`src/rtl/pipeline_stall_controller_if.sv`:
```
// Pipeline-to-stall-controller bundle: hazard/branch/jump/memory status in,
// per-stage freeze/flush/bubble controls and performance counters out.
interface pipeline_stall_controller_if #(
    parameter int unsigned CNT_W = 16
);
    logic             hazard_detected;
    logic             br_taken;
    logic             is_jmp;
    logic             mem_req;
    logic             mem_ready;

    logic             pc_freeze;
    logic             if_id_freeze;
    logic             if_id_flush;
    logic             id_exe_bubble;
    logic             back_freeze;
    logic             mem_timeout;
    logic [CNT_W-1:0] stall_cnt;
    logic [CNT_W-1:0] flush_cnt;

    // Pipeline datapath side
    modport master (
        output hazard_detected, br_taken, is_jmp, mem_req, mem_ready,
        input  pc_freeze, if_id_freeze, if_id_flush, id_exe_bubble,
               back_freeze, mem_timeout, stall_cnt, flush_cnt
    );

    // Stall controller side
    modport slave (
        input  hazard_detected, br_taken, is_jmp, mem_req, mem_ready,
        output pc_freeze, if_id_freeze, if_id_flush, id_exe_bubble,
               back_freeze, mem_timeout, stall_cnt, flush_cnt
    );
endinterface

```
`src/rtl/pipeline_stall_controller.sv`:
```
// Central stall/flush sequencer for the 5-stage pipeline: Mealy freeze/flush
// controls, memory wait FSM with timeout watchdog, saturating perf counters.
module pipeline_stall_controller #(
    parameter int unsigned TIMEOUT = 64,
    parameter int unsigned CNT_W   = 16
) (
    input  logic                  clk,
    input  logic                  rst,
    pipeline_stall_controller_if.slave ctl
);
    localparam int unsigned WAIT_W = 16;

    localparam logic [1:0] ST_RUN      = 2'd0;
    localparam logic [1:0] ST_MEM_WAIT = 2'd1;
    localparam logic [1:0] ST_ERROR    = 2'd2;

    localparam logic [WAIT_W-1:0] WAIT_LIMIT = WAIT_W'(TIMEOUT);
    localparam logic [CNT_W-1:0]  CNT_MAX    = '1;

    logic [1:0]        state;
    logic [1:0]        state_nxt;
    logic [WAIT_W-1:0] wait_cnt;
    logic [WAIT_W-1:0] wait_cnt_nxt;
    logic              timeout_q;
    logic [CNT_W-1:0]  stall_cnt_q;
    logic [CNT_W-1:0]  flush_cnt_q;

    logic mem_stall_c;
    logic pc_freeze_c;
    logic if_id_flush_c;
    logic id_exe_bubble_c;

    // Zero-latency controls; a memory stall masks every flush and bubble
    always_comb begin
        mem_stall_c     = (ctl.mem_req & ~ctl.mem_ready) | (state == ST_ERROR);
        pc_freeze_c     = mem_stall_c | (ctl.hazard_detected & ~ctl.br_taken);
        id_exe_bubble_c = ~mem_stall_c & (ctl.br_taken | ctl.hazard_detected);
        if_id_flush_c   = ~mem_stall_c &
                          (ctl.br_taken | (ctl.is_jmp & ~ctl.hazard_detected));
    end

    assign ctl.pc_freeze     = pc_freeze_c;
    assign ctl.if_id_freeze  = pc_freeze_c;
    assign ctl.if_id_flush   = if_id_flush_c;
    assign ctl.id_exe_bubble = id_exe_bubble_c;
    assign ctl.back_freeze   = mem_stall_c;
    assign ctl.mem_timeout   = timeout_q;
    assign ctl.stall_cnt     = stall_cnt_q;
    assign ctl.flush_cnt     = flush_cnt_q;

    // Memory wait FSM state register
    always_ff @(posedge clk or negedge rst) begin
        if (!rst) begin
            state     <= ST_RUN;
            wait_cnt  <= '0;
            timeout_q <= 1'b0;
        end else begin
            state     <= state_nxt;
            wait_cnt  <= wait_cnt_nxt;
            timeout_q <= (state_nxt == ST_ERROR);
        end
    end

    // Next state: ready wins over withdrawal, withdrawal wins over timeout
    always_comb begin
        state_nxt    = state;
        wait_cnt_nxt = wait_cnt;
        case (state)
            ST_RUN: begin
                if (ctl.mem_req && !ctl.mem_ready) begin
                    state_nxt    = ST_MEM_WAIT;
                    wait_cnt_nxt = WAIT_W'(1);
                end
            end
            ST_MEM_WAIT: begin
                if (ctl.mem_ready || !ctl.mem_req) begin
                    state_nxt    = ST_RUN;
                    wait_cnt_nxt = '0;
                end else if (wait_cnt == WAIT_LIMIT) begin
                    state_nxt = ST_ERROR;
                end else begin
                    wait_cnt_nxt = wait_cnt + WAIT_W'(1);
                end
            end
            ST_ERROR: begin
                state_nxt = ST_ERROR;
            end
            default: begin
                state_nxt    = ST_RUN;
                wait_cnt_nxt = '0;
            end
        endcase
    end

    // Saturating performance counters
    always_ff @(posedge clk or negedge rst) begin
        if (!rst) begin
            stall_cnt_q <= '0;
            flush_cnt_q <= '0;
        end else begin
            if (pc_freeze_c && (stall_cnt_q != CNT_MAX)) begin
                stall_cnt_q <= stall_cnt_q + CNT_W'(1);
            end
            if (if_id_flush_c && (flush_cnt_q != CNT_MAX)) begin
                flush_cnt_q <= flush_cnt_q + CNT_W'(1);
            end
        end
    end
endmodule

```
`src/flat_wrapper.sv`:
```
// flat-port wrapper written by rule: the top's interface ports become plain ports
module pipeline_stall_controller_flat 
#(
    parameter int unsigned TIMEOUT = 64,
    parameter int unsigned CNT_W   = 16
)
  (clk, rst, ctl_hazard_detected, ctl_br_taken, ctl_is_jmp, ctl_mem_req, ctl_mem_ready, ctl_pc_freeze, ctl_if_id_freeze, ctl_if_id_flush, ctl_id_exe_bubble, ctl_back_freeze, ctl_mem_timeout, ctl_stall_cnt, ctl_flush_cnt);
  pipeline_stall_controller_if #(.CNT_W(CNT_W)) ctl_i ();
  input  logic clk;
  input  logic rst;
  input wire logic [$bits(ctl_i.hazard_detected)-1:0] ctl_hazard_detected;
  input wire logic [$bits(ctl_i.br_taken)-1:0] ctl_br_taken;
  input wire logic [$bits(ctl_i.is_jmp)-1:0] ctl_is_jmp;
  input wire logic [$bits(ctl_i.mem_req)-1:0] ctl_mem_req;
  input wire logic [$bits(ctl_i.mem_ready)-1:0] ctl_mem_ready;
  output wire logic [$bits(ctl_i.pc_freeze)-1:0] ctl_pc_freeze;
  output wire logic [$bits(ctl_i.if_id_freeze)-1:0] ctl_if_id_freeze;
  output wire logic [$bits(ctl_i.if_id_flush)-1:0] ctl_if_id_flush;
  output wire logic [$bits(ctl_i.id_exe_bubble)-1:0] ctl_id_exe_bubble;
  output wire logic [$bits(ctl_i.back_freeze)-1:0] ctl_back_freeze;
  output wire logic [$bits(ctl_i.mem_timeout)-1:0] ctl_mem_timeout;
  output wire logic [$bits(ctl_i.stall_cnt)-1:0] ctl_stall_cnt;
  output wire logic [$bits(ctl_i.flush_cnt)-1:0] ctl_flush_cnt;
  assign ctl_i.hazard_detected = ctl_hazard_detected;
  assign ctl_i.br_taken = ctl_br_taken;
  assign ctl_i.is_jmp = ctl_is_jmp;
  assign ctl_i.mem_req = ctl_mem_req;
  assign ctl_i.mem_ready = ctl_mem_ready;
  assign ctl_pc_freeze = ctl_i.pc_freeze;
  assign ctl_if_id_freeze = ctl_i.if_id_freeze;
  assign ctl_if_id_flush = ctl_i.if_id_flush;
  assign ctl_id_exe_bubble = ctl_i.id_exe_bubble;
  assign ctl_back_freeze = ctl_i.back_freeze;
  assign ctl_mem_timeout = ctl_i.mem_timeout;
  assign ctl_stall_cnt = ctl_i.stall_cnt;
  assign ctl_flush_cnt = ctl_i.flush_cnt;
  pipeline_stall_controller #(.TIMEOUT(TIMEOUT), .CNT_W(CNT_W)) u_core (.clk(clk), .rst(rst), .ctl(ctl_i));
endmodule
```
`config.mk`:
```
export PLATFORM = sky130hd
export DESIGN_NAME = pipeline_stall_controller_flat
export DESIGN_NICKNAME = d
export VERILOG_FILES = /design/src/rtl/pipeline_stall_controller_if.sv /design/src/rtl/pipeline_stall_controller.sv /design/src/flat_wrapper.sv
export SDC_FILE = /design/constraint.sdc
export NUM_CORES = 1
export LEC_CHECK = 0
export BUFFER_PORTS_ARGS = -buffer_cell sky130_fd_sc_hd__buf_2
export CELL_PAD_IN_SITES_DETAIL_PLACEMENT = 1
export CELL_PAD_IN_SITES_GLOBAL_PLACEMENT = 2
export CORE_ASPECT_RATIO = 1.1
export CORE_MARGIN = 2
export CORE_UTILIZATION = 37
export CTS_BUF_LIST = sky130_fd_sc_hd__clkbuf_16
export DETAILED_ROUTE_END_ITERATION = 16
export PLACE_DENSITY_LB_ADDON = 0.15
export SYNTH_ARGS = -nofsm -noshare
export SYNTH_HDL_FRONTEND = slang
export SYNTH_SLANG_ARGS = --single-unit
```
`constraint.sdc`:
```
create_clock -name clk -period 3.5 [get_ports clk]
set_input_delay 0.7 -clock clk [delete_from_list [all_inputs] [get_ports clk]]
set_output_delay 0.7 -clock clk [all_outputs]
set_load 0.005 [all_outputs]
```
; ---- Yosys cells after proc, flatten, opt, wreduce, memory -nomap -nowiden
; Index checks and enable logic that the tools add are counted.
[classes]
n_addsub = 3
n_eq_ne = 8
muxes = 8
reduce_logical = 8
n_bitwise = 14
[ops]
columns = operator, n
row1 = adder 16 x 1 -> 16 bit (second input constant), 3
row2 = 2-to-1 mux 16 bit, 3
row3 = one-hot mux 16 bit (3 select lines), 1
row4 = inequality test 16 bit (second input constant), 2
row5 = equality test 16 x 7 -> 1 bit (second input constant), 1
row6 = 2-to-1 mux 2 bit, 3
row7 = one-hot mux 2 bit (3 select lines), 1
row8 = AND 1 bit, 5
row9 = NOT 1 bit, 5
row10 = equality test 2 bit (second input constant), 2
row11 = bitwise OR 1 bit, 4
row12 = logical AND 1 bit, 3
row13 = inequality test 3 x 2 -> 1 bit (second input constant), 1
row14 = AND reduction 3 bit, 1
row15 = equality test 2 x 1 -> 1 bit (second input constant), 1
row16 = zero test 1 bit, 2
row17 = zero test 2 bit, 1
row18 = inequality test 2 x 1 -> 1 bit (second input constant), 1
row19 = logical OR 1 bit, 1
[word_totals]
ff_bits = 51
in_bits = 7

; ---- Longest topological paths before layout
[depth]
word_depth = 6
ltp_mapped = 7
depth_no_buf = 7

; ---- Worst setup path before layout
; Ideal clock, no wire load.
[synth_timing]
path_type = input to register
start = input ctl_mem_ready
end = register u_core.flush_cnt_q[15], in the netlist u_core.ctl.flush_cnt[15]
path_stages = 6
t_required_ns = 3.421
slack_ns = 1.440
setup_time_ns = 0.079
n_path_buf = 1
arrival_ns = 1.981
path_cell_list = nand2b_1 > o2111ai_4 > or4b_1 > buf_2 > nor3_2 > xor2_1
[synth_between]
elab_chain_cells = 6
[synth_lines]
columns = item, line_no
row1 = start: declaration, flat_wrapper.sv:15  ; input wire logic [$bits(ctl_i.mem_ready)-1:0] ctl_mem_ready;
row2 = NOT 1 bit, pipeline_stall_controller.sv:35  ; mem_stall_c = (ctl.mem_req & ~ctl.mem_ready) | (state == ST_ERROR);
row3 = AND 1 bit, pipeline_stall_controller.sv:35
row4 = bitwise OR 1 bit, pipeline_stall_controller.sv:35
row5 = NOT 1 bit, pipeline_stall_controller.sv:38  ; if_id_flush_c = ~mem_stall_c &
row6 = AND 1 bit, pipeline_stall_controller.sv:38
row7 = logical AND 1 bit, pipeline_stall_controller.sv:104  ; if (if_id_flush_c && (flush_cnt_q != CNT_MAX)) begin
row8 = end signal: assignment, pipeline_stall_controller.sv:105  ; flush_cnt_q <= flush_cnt_q + CNT_W'(1);
row9 = end: declaration, pipeline_stall_controller.sv:26  ; logic [CNT_W-1:0] flush_cnt_q;
; No other way between the ends.
; A chain may end at the register's enable or synchronous reset.

; ---- Worst setup path in the final report
[layout_timing]
start = input ctl_mem_ready
end = output ctl_if_id_flush
[layout_between]
elab_chain_cells = 5
[layout_lines]
columns = item, line_no
row1 = NOT 1 bit, pipeline_stall_controller.sv:35
row2 = AND 1 bit, pipeline_stall_controller.sv:35
row3 = bitwise OR 1 bit, pipeline_stall_controller.sv:35
row4 = NOT 1 bit, pipeline_stall_controller.sv:38
row5 = AND 1 bit, pipeline_stall_controller.sv:38
row6 = end: declaration, flat_wrapper.sv:18  ; output wire logic [$bits(ctl_i.if_id_flush)-1:0] ctl_if_id_flush;
; No other way between the ends.

==> metrics.md <==
| Metric | Value |
|---|---|
| Status | completed |
| Root Driver | clkbuf_16 |
| WL final | about 6 mm |
| Die area | ~7600 sq um |
| Setup Skew | roughly 0.0067 ns |
| Layout cells sized above 1 | 0.209 |
| Area delta synth->final | 18.2% |
| Mapped Area | around 2600 sq um |
| GRT overflow | 0 |
| Final Instance Count excl. Fillers | roughly 380 |
| Post-CTS sizing | 0 |
| Post-synth top area cell | dfrtp_1 |
| Worst EP required | roughly 2.8 ns |
| Final Cycle Share | 0.625 |
| CTS buffer count | 5 |
| Worst slew margin | 0.398 |
| Yosys top cell area share | 0.500 |
| Core Util, Final | 0.455 |
| Nets@finish | about 310 |
| Pin count of the biggest net entering global routing | 32 |
| Hold_buf cts | 0 |
| Placer congestion estimate | roughly 0.72 |
| FF+latch count, synth | 51 |
| CP Max Fanout | 6 |
| Rows | 31 |
| Placed cell count | 376 |
| Placed instance area | 2850 sq um |
| Final setup TNS | 0 ns |
| Setup Fix Bufs, Post-CTS | 0 |
| PwrDens | 526 nW/um^2 |
| Post-Synthesis Net Count | around 270 |
| Wire length per cell | ~16 um |
| WHS | between 0.4 and 0.5 ns |
| CTS tree | built |
| DRC viols | 0 |
| H-tree levels | 2 |
| DP Wirelength | 4.45 mm |
| Die Span Y | 91.1 um |
| Port Buffers | 44 |
| Max-cap viol count | 0 |
| Place WS | about 1.1 ns |
| Antenna fix cells | 0 |
| Tmin final | approximately 2.2 ns |
| Clock Sinks | 51 |
| CP endpoint kind | output port |
| Critical path type | in2out |
| Asr flop ratio synth | 1.00 |
| Top Ports | 45 |
| Worst VDD drop | 320 uV |
| Post-DR vias/cell | approximately 5.5 |
| Reg area | about 1300 sq um |
| Measured slew at the worst slew-check pin | approximately 0.9 ns |
| Die W | between 80 and 90 um |
| Clock insertion delay at the later pin of the skew report | between 0.2 and 0.3 ns |
| Synth Warn # | 0 |
| Post-synth EDFFs | 0 |
| Netlist cell types | 36 |
| Via count | around 2100 |
| Total chip power | 1.59 mW |
| Largest cells by area after synthesis | dfrtp_1 50%, xnor2_1 6.2%, o21ai_0 5.1% |
| First-pass GRT wire length | ~11 mm |
| TritonRoute pass-1 iters | 4 |
| RSZ-0062 raised after global routing | false |
| Slew Limit Fails | 0 |
| Post-Syn Area per Cell | approximately 10 sq um |
| Finished Cell Area | just over 3000 sq um |
| Starting Density | 0.385 |
| Core ar. | around 6600 sq um |
| Antenna violations before repair | 0 |
| Area of the multi-input gates | 1230 sq um |
| Antenna violation net count after detailed routing | 0 |
| Worst setup SP type | input pin |
| Max Buffers Root-to-Sink | 2 |
| Mapped Cells | 255 |
| GRT Total Usage | 0.172 |
| Arrival time worst endpoint | 1.49 ns |
| Post-route setup slack | 1.31 ns |
| Fmax | between 400 and 500 MHz |
| Final Setup Violations | 0 |
| Register area share after synthesis | 0.500 |
| Hold WC Path Type | in2async |
| Clock transition at path regs | 0.07 ns |
| Static Leakage | between 1 and 1.5 nW |
| Fillers | ~800 |
| Synth Flop Type | dfrtp_1 |
| Vias in the first global route | ~2100 |
| DRT iter0 DRCs | 100 |
| Hold violation total from the final report | 0 |
==> registers in the layout (all words and copies together), names as in the netlist <==
signal                  flops
u_core.state                2
u_core.ctl.stall_cnt       16
u_core.ctl.flush_cnt       16
u_core.ctl.mem_timeout      1
u_core.wait_cnt            16
==> critical path, stage by stage <==
cell       delay (ns)
buf_2            0.10
nand2b_1         0.25
o2111ai_4        0.21
inv_1            0.10
buf_2            0.14
==> synth_stat cells, types with 2 or more instances <==
cell / n
a21oi_1: 7
a31oi_1: 3
and2_1: 4
and3_1: 6
and4_1: 6
clkbuf_1: 4
dfrtp_1: 51
ha_1: 4
inv_1: 5
mux2_2: 5
nand2_1: 28
nand2b_1: 3
nand3_1: 14
nand4_1: 12
nor2_1: 19
nor3_1: 3
nor4_1: 2
nor4b_1: 4
o21ai_0: 26
o311ai_0: 2
o31ai_1: 4
or2_2: 2
xnor2_1: 18
xor2_1: 11
==> final timing paths <==
check	slack (ns)	end	cells after the start	startpoint
worst max-delay path	1.31	ctl_if_id_flush	5	ctl_mem_ready
worst min-delay path	0.45	u_core.ctl.stall_cnt[12]	1	rst
worst max register to register	1.46	u_core.ctl.flush_cnt[13]	6	u_core.ctl.flush_cnt[0]
worst min register to register	0.50	u_core.ctl.stall_cnt[14]	1	u_core.ctl.stall_cnt[14]
max in group asynchronous	2.28	u_core.wait_cnt[3]	2	rst
min in group clk	0.50	u_core.ctl.stall_cnt[14]	1	u_core.ctl.stall_cnt[14]
==> layout by cell type (no fill, tap or decap), drive strengths merged, types with 3 or more instances in the layout <==
cell type  instances
a21oi              7
a31oi              3
and2               4
and3               6
and4               6
buf               45
clkbuf             5
dfrtp             51
ha                 4
inv                5
mux2               5
nand2             28
nand2b             3
nand3             14
nand4             12
nor2              19
nor3               4
nor4b              4
o21ai             26
o31ai              4
xnor2             18
xor2              11
==> power by group <==
part | internal, mW | switching [mW] | leakage [nW]
registers | 0.668 | 0.0985 | 0.681
logic | 0.146 | 0.128 | 0.641
clock network | 0.333 | 0.213 | 0.0759
==> cell families after synthesis <==
kind of cell / count (synthesis) / synth area share
buf+inv: 11 / 0.0181
flops: 51 / 0.500
fa+ha+maj: 4 / 0.0196
xor+xnor: 29 / 0.0996
mux: 5 / 0.0221
simple gates: 109 / 0.229
compound gates: 46 / 0.111
==> final cells by class <==
| cell class | instances | area share |
|---|---|---|
| Timing Repair Buffer | 45 | 0.0755 |
| Sequential cell | 51 | 0.423 |
| Inverter | 5 | 0.00622 |
| Clock buffer | 5 | 0.0415 |
| Multi-Input combinational cell | 193 | 0.407 |
| Tap cell | 82 | 0.0340 |
| Clock inverter | 2 | 0.0124 |
==> routing by layer <==
metal	global-route usage	vias up	routed length [um]
li1	-	1007	-
met1	0.233	1059	2850
met2	0.282	40	3000
met3	0.0273	8	198
met4	0.0587	0	94
met5	0	-	0
(Power assumes the default switching activity.)
